$ cat src/rtl/vga_timing_pkg.sv
// Shared raster timing constants and coordinate type for the VGA timing generator.
// Defaults describe 640x480@60 Hz from a 25 MHz pixel clock.
package vga_timing_pkg;

    localparam int COORD_W = 10;

    localparam int DEF_H_VISIBLE = 640;
    localparam int DEF_H_FRONT   = 16;
    localparam int DEF_H_SYNC    = 96;
    localparam int DEF_H_BACK    = 48;

    localparam int DEF_V_VISIBLE = 480;
    localparam int DEF_V_FRONT   = 10;
    localparam int DEF_V_SYNC    = 2;
    localparam int DEF_V_BACK    = 33;

    localparam int DEF_FRAME_W   = 8;

    localparam int H_TOTAL = DEF_H_VISIBLE + DEF_H_FRONT + DEF_H_SYNC + DEF_H_BACK;
    localparam int V_TOTAL = DEF_V_VISIBLE + DEF_V_FRONT + DEF_V_SYNC + DEF_V_BACK;

    typedef logic [COORD_W-1:0] coord_t;

    // Half-open window test lo <= value < hi, used for the sync pulse decodes.
    function automatic logic in_window(input coord_t value, input int lo, input int hi);
        return (value >= coord_t'(lo)) && (value < coord_t'(hi));
    endfunction

endpackage

$ cat src/rtl/vga_axis_counter.sv
// One raster axis counter: counts 0..COUNT_MAX on each inc, and exposes the
// value it will hold after the next edge so the top can decode outputs in step.
module vga_axis_counter
    import vga_timing_pkg::*;
#(
    parameter int COUNT_MAX = H_TOTAL - 1
) (
    input  logic   clk,
    input  logic   reset,
    input  logic   inc,
    output coord_t count,
    output coord_t next_count,
    output logic   wrap
);

    localparam coord_t LAST = coord_t'(COUNT_MAX);

    coord_t count_reg;
    coord_t count_next;
    logic   wrap_next;

    always_comb begin
        wrap_next  = inc && (count_reg == LAST);
        count_next = count_reg;
        if (reset) begin
            count_next = '0;
        end else if (wrap_next) begin
            count_next = '0;
        end else if (inc) begin
            count_next = count_reg + coord_t'(1);
        end
    end

    always_ff @(posedge clk) begin
        if (reset) begin
            count_reg <= '0;
        end else begin
            count_reg <= count_next;
        end
    end

    assign count      = count_reg;
    assign next_count = count_next;
    assign wrap       = wrap_next;

endmodule

$ cat src/rtl/vga_timing_gen.sv
// Raster timing generator: DrawX/DrawY coordinates plus blank, syncs, line/frame
// pulses and a frame counter, all registered and cycle-aligned with the coordinates.
module vga_timing_gen
    import vga_timing_pkg::*;
#(
    parameter int H_VISIBLE = DEF_H_VISIBLE,
    parameter int H_FRONT   = DEF_H_FRONT,
    parameter int H_SYNC    = DEF_H_SYNC,
    parameter int H_BACK    = DEF_H_BACK,
    parameter int V_VISIBLE = DEF_V_VISIBLE,
    parameter int V_FRONT   = DEF_V_FRONT,
    parameter int V_SYNC    = DEF_V_SYNC,
    parameter int V_BACK    = DEF_V_BACK,
    parameter int FRAME_W   = DEF_FRAME_W
) (
    input  logic               vga_clk,
    input  logic               reset,
    output logic [COORD_W-1:0] DrawX,
    output logic [COORD_W-1:0] DrawY,
    output logic               blank,
    output logic               hs,
    output logic               vs,
    output logic               line_end,
    output logic               frame_start,
    output logic [FRAME_W-1:0] frame_count
);

    localparam int LINE_TOTAL  = H_VISIBLE + H_FRONT + H_SYNC + H_BACK;
    localparam int FRAME_TOTAL = V_VISIBLE + V_FRONT + V_SYNC + V_BACK;

    localparam coord_t H_VIS_END  = coord_t'(H_VISIBLE);
    localparam coord_t V_VIS_END  = coord_t'(V_VISIBLE);
    localparam coord_t H_LAST     = coord_t'(LINE_TOTAL - 1);
    localparam int     HS_START   = H_VISIBLE + H_FRONT;
    localparam int     HS_END     = H_VISIBLE + H_FRONT + H_SYNC;
    localparam int     VS_START   = V_VISIBLE + V_FRONT;
    localparam int     VS_END     = V_VISIBLE + V_FRONT + V_SYNC;

    coord_t hc;
    coord_t vc;
    coord_t hc_next;
    coord_t vc_next;
    logic   h_wrap;
    logic   v_wrap;

    vga_axis_counter #(
        .COUNT_MAX (LINE_TOTAL - 1)
    ) u_h_counter (
        .clk        (vga_clk),
        .reset      (reset),
        .inc        (1'b1),
        .count      (hc),
        .next_count (hc_next),
        .wrap       (h_wrap)
    );

    vga_axis_counter #(
        .COUNT_MAX (FRAME_TOTAL - 1)
    ) u_v_counter (
        .clk        (vga_clk),
        .reset      (reset),
        .inc        (h_wrap),
        .count      (vc),
        .next_count (vc_next),
        .wrap       (v_wrap)
    );

    logic               blank_reg;
    logic               hs_reg;
    logic               vs_reg;
    logic               line_end_reg;
    logic               frame_start_reg;
    logic [FRAME_W-1:0] frame_count_reg;

    logic               blank_next;
    logic               hs_next;
    logic               vs_next;
    logic               line_end_next;
    logic               frame_start_next;
    logic [FRAME_W-1:0] frame_count_next;

    // Decode from the counters' next values so the registered flags land on
    // the same edge as the coordinates they describe.
    always_comb begin
        blank_next       = (hc_next < H_VIS_END) && (vc_next < V_VIS_END);
        hs_next          = !in_window(hc_next, HS_START, HS_END);
        vs_next          = !in_window(vc_next, VS_START, VS_END);
        line_end_next    = (hc_next == H_LAST);
        frame_start_next = h_wrap && v_wrap;
        frame_count_next = frame_count_reg;
        if (frame_start_next) begin
            frame_count_next = frame_count_reg + FRAME_W'(1);
        end
    end

    always_ff @(posedge vga_clk) begin
        if (reset) begin
            blank_reg       <= 1'b1;
            hs_reg          <= 1'b1;
            vs_reg          <= 1'b1;
            line_end_reg    <= 1'b0;
            frame_start_reg <= 1'b0;
            frame_count_reg <= '0;
        end else begin
            blank_reg       <= blank_next;
            hs_reg          <= hs_next;
            vs_reg          <= vs_next;
            line_end_reg    <= line_end_next;
            frame_start_reg <= frame_start_next;
            frame_count_reg <= frame_count_next;
        end
    end

    assign DrawX       = hc;
    assign DrawY       = vc;
    assign blank       = blank_reg;
    assign hs          = hs_reg;
    assign vs          = vs_reg;
    assign line_end    = line_end_reg;
    assign frame_start = frame_start_reg;
    assign frame_count = frame_count_reg;

endmodule

$ cat config.mk
export PLATFORM = sky130hd
export DESIGN_NAME = vga_timing_gen
export DESIGN_NICKNAME = d
export VERILOG_FILES = /design/src/rtl/vga_timing_pkg.sv /design/src/rtl/vga_axis_counter.sv /design/src/rtl/vga_timing_gen.sv
export SDC_FILE = /design/constraint.sdc
export NUM_CORES = 1
export LEC_CHECK = 0
export BUFFER_PORTS_ARGS = -buffer_cell sky130_fd_sc_hd__buf_4
export CAP_MARGIN = 20
export CORE_MARGIN = 1
export CORE_UTILIZATION = 56
export CTS_BUF_LIST = sky130_fd_sc_hd__clkbuf_16
export DETAILED_ROUTE_END_ITERATION = 10
export PLACE_DENSITY = 0.81
export SLEW_MARGIN = 10
export SYNTH_ARGS = -nofsm -noshare
export SYNTH_HDL_FRONTEND = slang
export SYNTH_SLANG_ARGS = --single-unit
$ cat constraint.sdc
create_clock -name vga_clk -period 3 [get_ports vga_clk]
set_input_delay 0 -clock vga_clk [delete_from_list [all_inputs] [get_ports vga_clk]]
set_output_delay 0 -clock vga_clk [all_outputs]
set_load 0.03 [all_outputs]
Yosys cells after proc, flatten, opt, wreduce, memory -nomap -nowiden --
Cells that the tools add are included.
Word-level totals: flip-flop bits (word level) 33, input bits 2, output and inout bits 33, word-level logic and storage cells 32
Operators by class: add/subtract/negate cells 3, order comparisons 6, equality and inequality tests 3, multiplexer cells 5, reductions and logical operators 7
Operator list (count):
- $mux 10 | 5
- $eq 10x10->1 const B | 3
- $add 10x1->10 const B | 2
- $lt 10x10->1 const B | 2
- $lt 10x9->1 const B | 2
- $ge 10x10->1 const B | 1
- $ge 10x9->1 const B | 1
- $add 8x1->8 const B | 1
- $logic_and 1x1->1 | 5
- $logic_not 1->1 | 2

Longest topological paths before layout --
word-level depth 7, depth in mapped cells 8, mapped depth without buffers 7

Cells and area by module --
From an unflattened synthesis, not the netlist that was laid out.
Second synthesis, totals: cells, all modules 190, area, all modules 1640.3 sq um
By module, submodules not included:
- vga_axis_counter (u_v_counter) | instances 1, cells each 69, area an instance 564.3 sq um, seq. area each 200.2 sq um
- vga_timing_gen | instances 1, cells each 61, area an instance 550.5 sq um, seq. area each 260.2 sq um
- vga_axis_counter (u_h_counter) | instances 1, cells each 60, area an instance 525.5 sq um, seq. area each 200.2 sq um

Worst setup path after synthesis --
Ideal clock, no wire load.
path kind register to register, start point register u_h_counter.count_reg[0] (netlist: u_h_counter.count[0]), end point register vs_reg (netlist: vs), setup time 0.133 ns, arrival 2.109 ns, required time 2.867 ns, path slack 0.758 ns, cell stages (with the launch flop) 7, buffers on the path 0, period minus slack after synthesis 2.242 ns, cells stage by stage dfxtp_1 > ha_1 > nand4_2 > nor3_4 > nand4_1 > a2111oi_2 > nand4b_1
Between the ends: word-level cells in the longest chain between the ends 7, elaborated cells on any way between the ends 9, those cells by class order compare: 2; eq/ne: 1; mux: 3; reduce/logical: 3
Ends and longest elaborated chain:
- start: declaration | RTL line vga_axis_counter.sv:18 | coord_t count_reg;
- start signal: assignment | RTL line vga_axis_counter.sv:38 | count_reg <= count_next;
- $eq 10x10->1 (*) | RTL line vga_axis_counter.sv:23 | wrap_next = inc && (count_reg == LAST);
- $mux 10 or $logic_and 1x1->1 (tied branches) | RTL line vga_axis_counter.sv:29, vga_axis_counter.sv:23
- $mux 10 (*) | RTL line vga_axis_counter.sv:27 | end else if (wrap_next) begin
- $mux 10 (*) | RTL line vga_axis_counter.sv:25 | if (reset) begin
- $ge 10x9->1 or $lt 10x9->1 (tied branches) | RTL line vga_timing_pkg.sv:26 | return (value >= coord_t'(lo)) && (value < coord_t'(hi));
- $logic_and 1x1->1 (*) | RTL line vga_timing_pkg.sv:26
- $logic_not 1->1 (*) | RTL line vga_timing_gen.sv:87 | vs_next = !in_window(vc_next, VS_START, VS_END);
- end signal: assignment | RTL line vga_timing_gen.sv:107 | vs_reg <= vs_next;
- end: declaration | RTL line vga_timing_gen.sv:70 | logic vs_reg;
Mark *: on every way between the ends. The rest lies on a longest branch, timed or not. A chain may end at the register's enable or synchronous reset.

Worst setup path in the final report --
start point register u_h_counter.count_reg[0] (netlist: u_h_counter.count[0]), end point register blank_reg (netlist: blank)
Between the ends: word-level cells in the longest chain between the ends 6, elaborated cells on any way between the ends 11, those cells by class add/sub: 1; order compare: 2; eq/ne: 1; mux: 5; reduce/logical: 2
Ends and longest elaborated chain:
- branches (longest 5 deep; another with $add 10x1->10)
- $logic_and 1x1->1 (*) | RTL line vga_timing_gen.sv:85 | blank_next = (hc_next < H_VIS_END) && (vc_next < V_VIS_END);
- end signal: assignment | RTL line vga_timing_gen.sv:105 | blank_reg <= blank_next;
- end: declaration | RTL line vga_timing_gen.sv:68 | logic blank_reg;
Mark *: on every way between the ends.

==> impl_metrics.yaml <==
cts:
  htree_levels: 2
  cts_tree: "built"
  cts_buffers: 5
  cts_hold_buf: 0
  cts_setup_buffers: 0
  clkSlewWorstSetupHoldPaths_ns: 0.05
  clock_path_buffers: 2
  cts_root_buf: "clkbuf_16"
  cts_resized: 0
  cts_num_sinks: 33
  insertion_delay_ns: 0.27
logic_synthesis:
  ys_seq_elements: 33
  synthesis.area_mm2: 0.00169
  ys_seq_area_frac: 0.391
  ys_types: 47
  synthArstFlopShare: 0
  syn_inst: 192
  syn_avg_cell_area_um2: 8.81
  synth-warning-count: 0
  synth_edf_count: 0
  synthFlopType: "dfxtp_1"
  synth_fp_nets: 198
timing:
  fmax_mhz: 433
  post-route-period-util: 0.771
  relSlewSlack: 0.673
  clock_skew_ns: 0.00254
  setup_viol_count_final: 0
  slew_violations: 0
  tns_ns: 0
  layout_min_cycle_time_ns: 2.31
  grt_setup_unrepaired: "no"
  max_slew.worst_pin.slew_ns: 0.486
  hold_viol_final: 0
  fin_hold_ws_ns: 0.0791
worst_setup_path:
  worst_ep_arrival_time_ns: 2.52
  crit_chain: "ha_1 > nand4_2 > nor3_4 > buf_4 > a41oi_1 > o21bai_2 > o311a_1"
  crit_fanout: 13
  crit_slowest_cell: "dfxtp_1"
  worst_ep_required_time_ns: 3.21
  start_kind: "flip-flop"
  cpPeakStageDelay_ns: 0.44
  worstSetupEndpointType: "flip-flop"
  setup.worst_path.class: "reg -> reg"
route:
  wl_per_cell_um: 14.7
  via_per_inst: 5.91
  detail-route-antenna-nets: 0
  wl_mm: 3.78
  dr.pass1.iters: 7
  via_count: 1519
  drc: 9
  drt_iter0_drc: 93
layout:
  area_growth_pct: 24.3
  drive_gt1_frac: 0.226
  n_antenna_cell: 0
  nets: 231
power_and_ir_drop:
  p_switching_uw: 196
  p_seq_frac: 0.433
  p_int_uw: 838
  vdd_drop_max_mv: 0.381
  combPwrFrac: 0.030
  power.density_mw_per_mm2: 492
  leakagePower_uw: 0.000847
  swShare: 0.189
  clockPowerShare: 0.537
status:
  violations: "design-rule violations"
  status: "complete, but fails checks"
die:
  rows: 19
  die_h_um: 57.0
  start_util: 0.603
  io_pins: 35
  die-area_mm2: 0.00324
  core_mm2: 0.00281
  die_x_um: 57.0
placement:
  gp_congestion: 0.891
  dp_hpwl_mm: 2.62
  port_buffers: 34
global_route:
  grtUsageTotal: 0.243
  overflow: 0
  grt_max_degree: 25
  grt_pass1_wl_mm: 6.13
  first_global_vias: 1364
  antenna_found_initial: 0
flow_run:
  maxCapViolations: 0
min_path:
  hp-class: "in -> reg"
==> cells in the final DEF, fill, tap and decap left out, drive strengths merged, types with 2 or more instances in the layout <==
cell type	count
buf	35
dfxtp	33
nor2	27
xor2	16
nand4	16
nand2	12
inv	8
nand3	8
nor3	8
xnor2	7
and2	5
clkbuf	5
a21oi	4
ha	4
or3	4
o21ai	3
and3	2
nand2b	2
nand4b	2
a31oi	2
nor3b	2
nor4	2
o21bai	2
a211oi	2
a2111oi	2
==> path summary, 6_finish.rpt <==
path / startpoint / to / slack (ns) / cells past startpoint
setup reg to reg: u_h_counter.count[0] / blank / 0.69 / 7
setup / recovery: u_h_counter.count[0] / blank / 0.69 / 7
hold / removal: reset / u_h_counter.count[6] / 0.08 / 2
hold reg to reg: frame_count[1] / frame_count[1] / 0.50 / 2
==> area by class of cell <==
type	count	area, um^2
tap	31	38.8
sequential	33	661
fill	200	703
timing repair buffer	35	263
clock inverter	3	37.5
clock buffer	5	125
multi-input combinational	143	951
inverter	7	26.3
==> worst max-delay path: cells and delay by family (launching register included) <==
kind | cells | cell delay [ns]
compound gates | 3 | 0.59
flops | 1 | 0.44
simple gates | 2 | 0.68
fa+ha+maj | 1 | 0.29
buf+inv | 1 | 0.26
==> power groups by stage <==
stage	Sequential, uW	Clock, uW	Combinational, uW
2_1_floorplan	463	0	14.5
3_3_place_gp	456	0	30.0
3_5_place_dp	457	0	30.5
4_1_cts	447	564	30.6
5_1_grt	448	574	32.9
6_report	448	555	30.6
==> cell usage after synthesis, types with 2 or more instances <==
cell type   n  area share
a21oi_1     4       0.012
a31oi_1     2      0.0074
and2_1      5       0.018
and3_1      2      0.0074
buf_6       2       0.013
clkbuf_1    4      0.0089
dfxtp_1    33        0.39
ha_1        4       0.030
inv_1       7       0.016
nand2_1    12       0.027
nand2b_1    2      0.0074
nand3_1     8       0.024
nand4_1    15       0.055
nand4b_1    2       0.010
nor2_1     26       0.058
nor3_1      7       0.021
nor3b_1     2      0.0089
o21ai_0     3      0.0089
or3_1       3       0.011
xnor2_1     7       0.036
xor2_1     16       0.083
==> cell families (layout without fill, tap and decap cells) <==
family / Yosys count / in the layout / synth area share
simple gates: 94 / 94 / 0.311
xor+xnor: 23 / 23 / 0.119
flops: 33 / 33 / 0.391
mux: 2 / 2 / 0.0126
compound gates: 20 / 20 / 0.0902
fa+ha+maj: 4 / 4 / 0.0296
buf+inv: 16 / 50 / 0.0473
==> metrics by stage <==
step | std cells | setup slack, ns | util | power, uW | cell area, um^2
after floorplan | 192 | 0.758 | - | 477 | 1690
after global placement | 249 | 0.871 | 0.691 | 486 | 1940
after detailed placement | 249 | 0.727 | 0.691 | 487 | 1940
after CTS | 257 | 0.701 | 0.749 | 1040 | 2100
after global routing | 257 | 0.530 | 0.749 | 1050 | 2100
final | 257 | 0.688 | 0.749 | 1030 | 2100
==> metal layers <==
layer	part of all wire	GRT usage	routed length, um
met5	0	0	0
met4	0.016	0.115	61
met3	0.058	0.0590	219
met2	0.47	0.392	1790
met1	0.45	0.307	1710
Power figures use the tool's default switching activity.
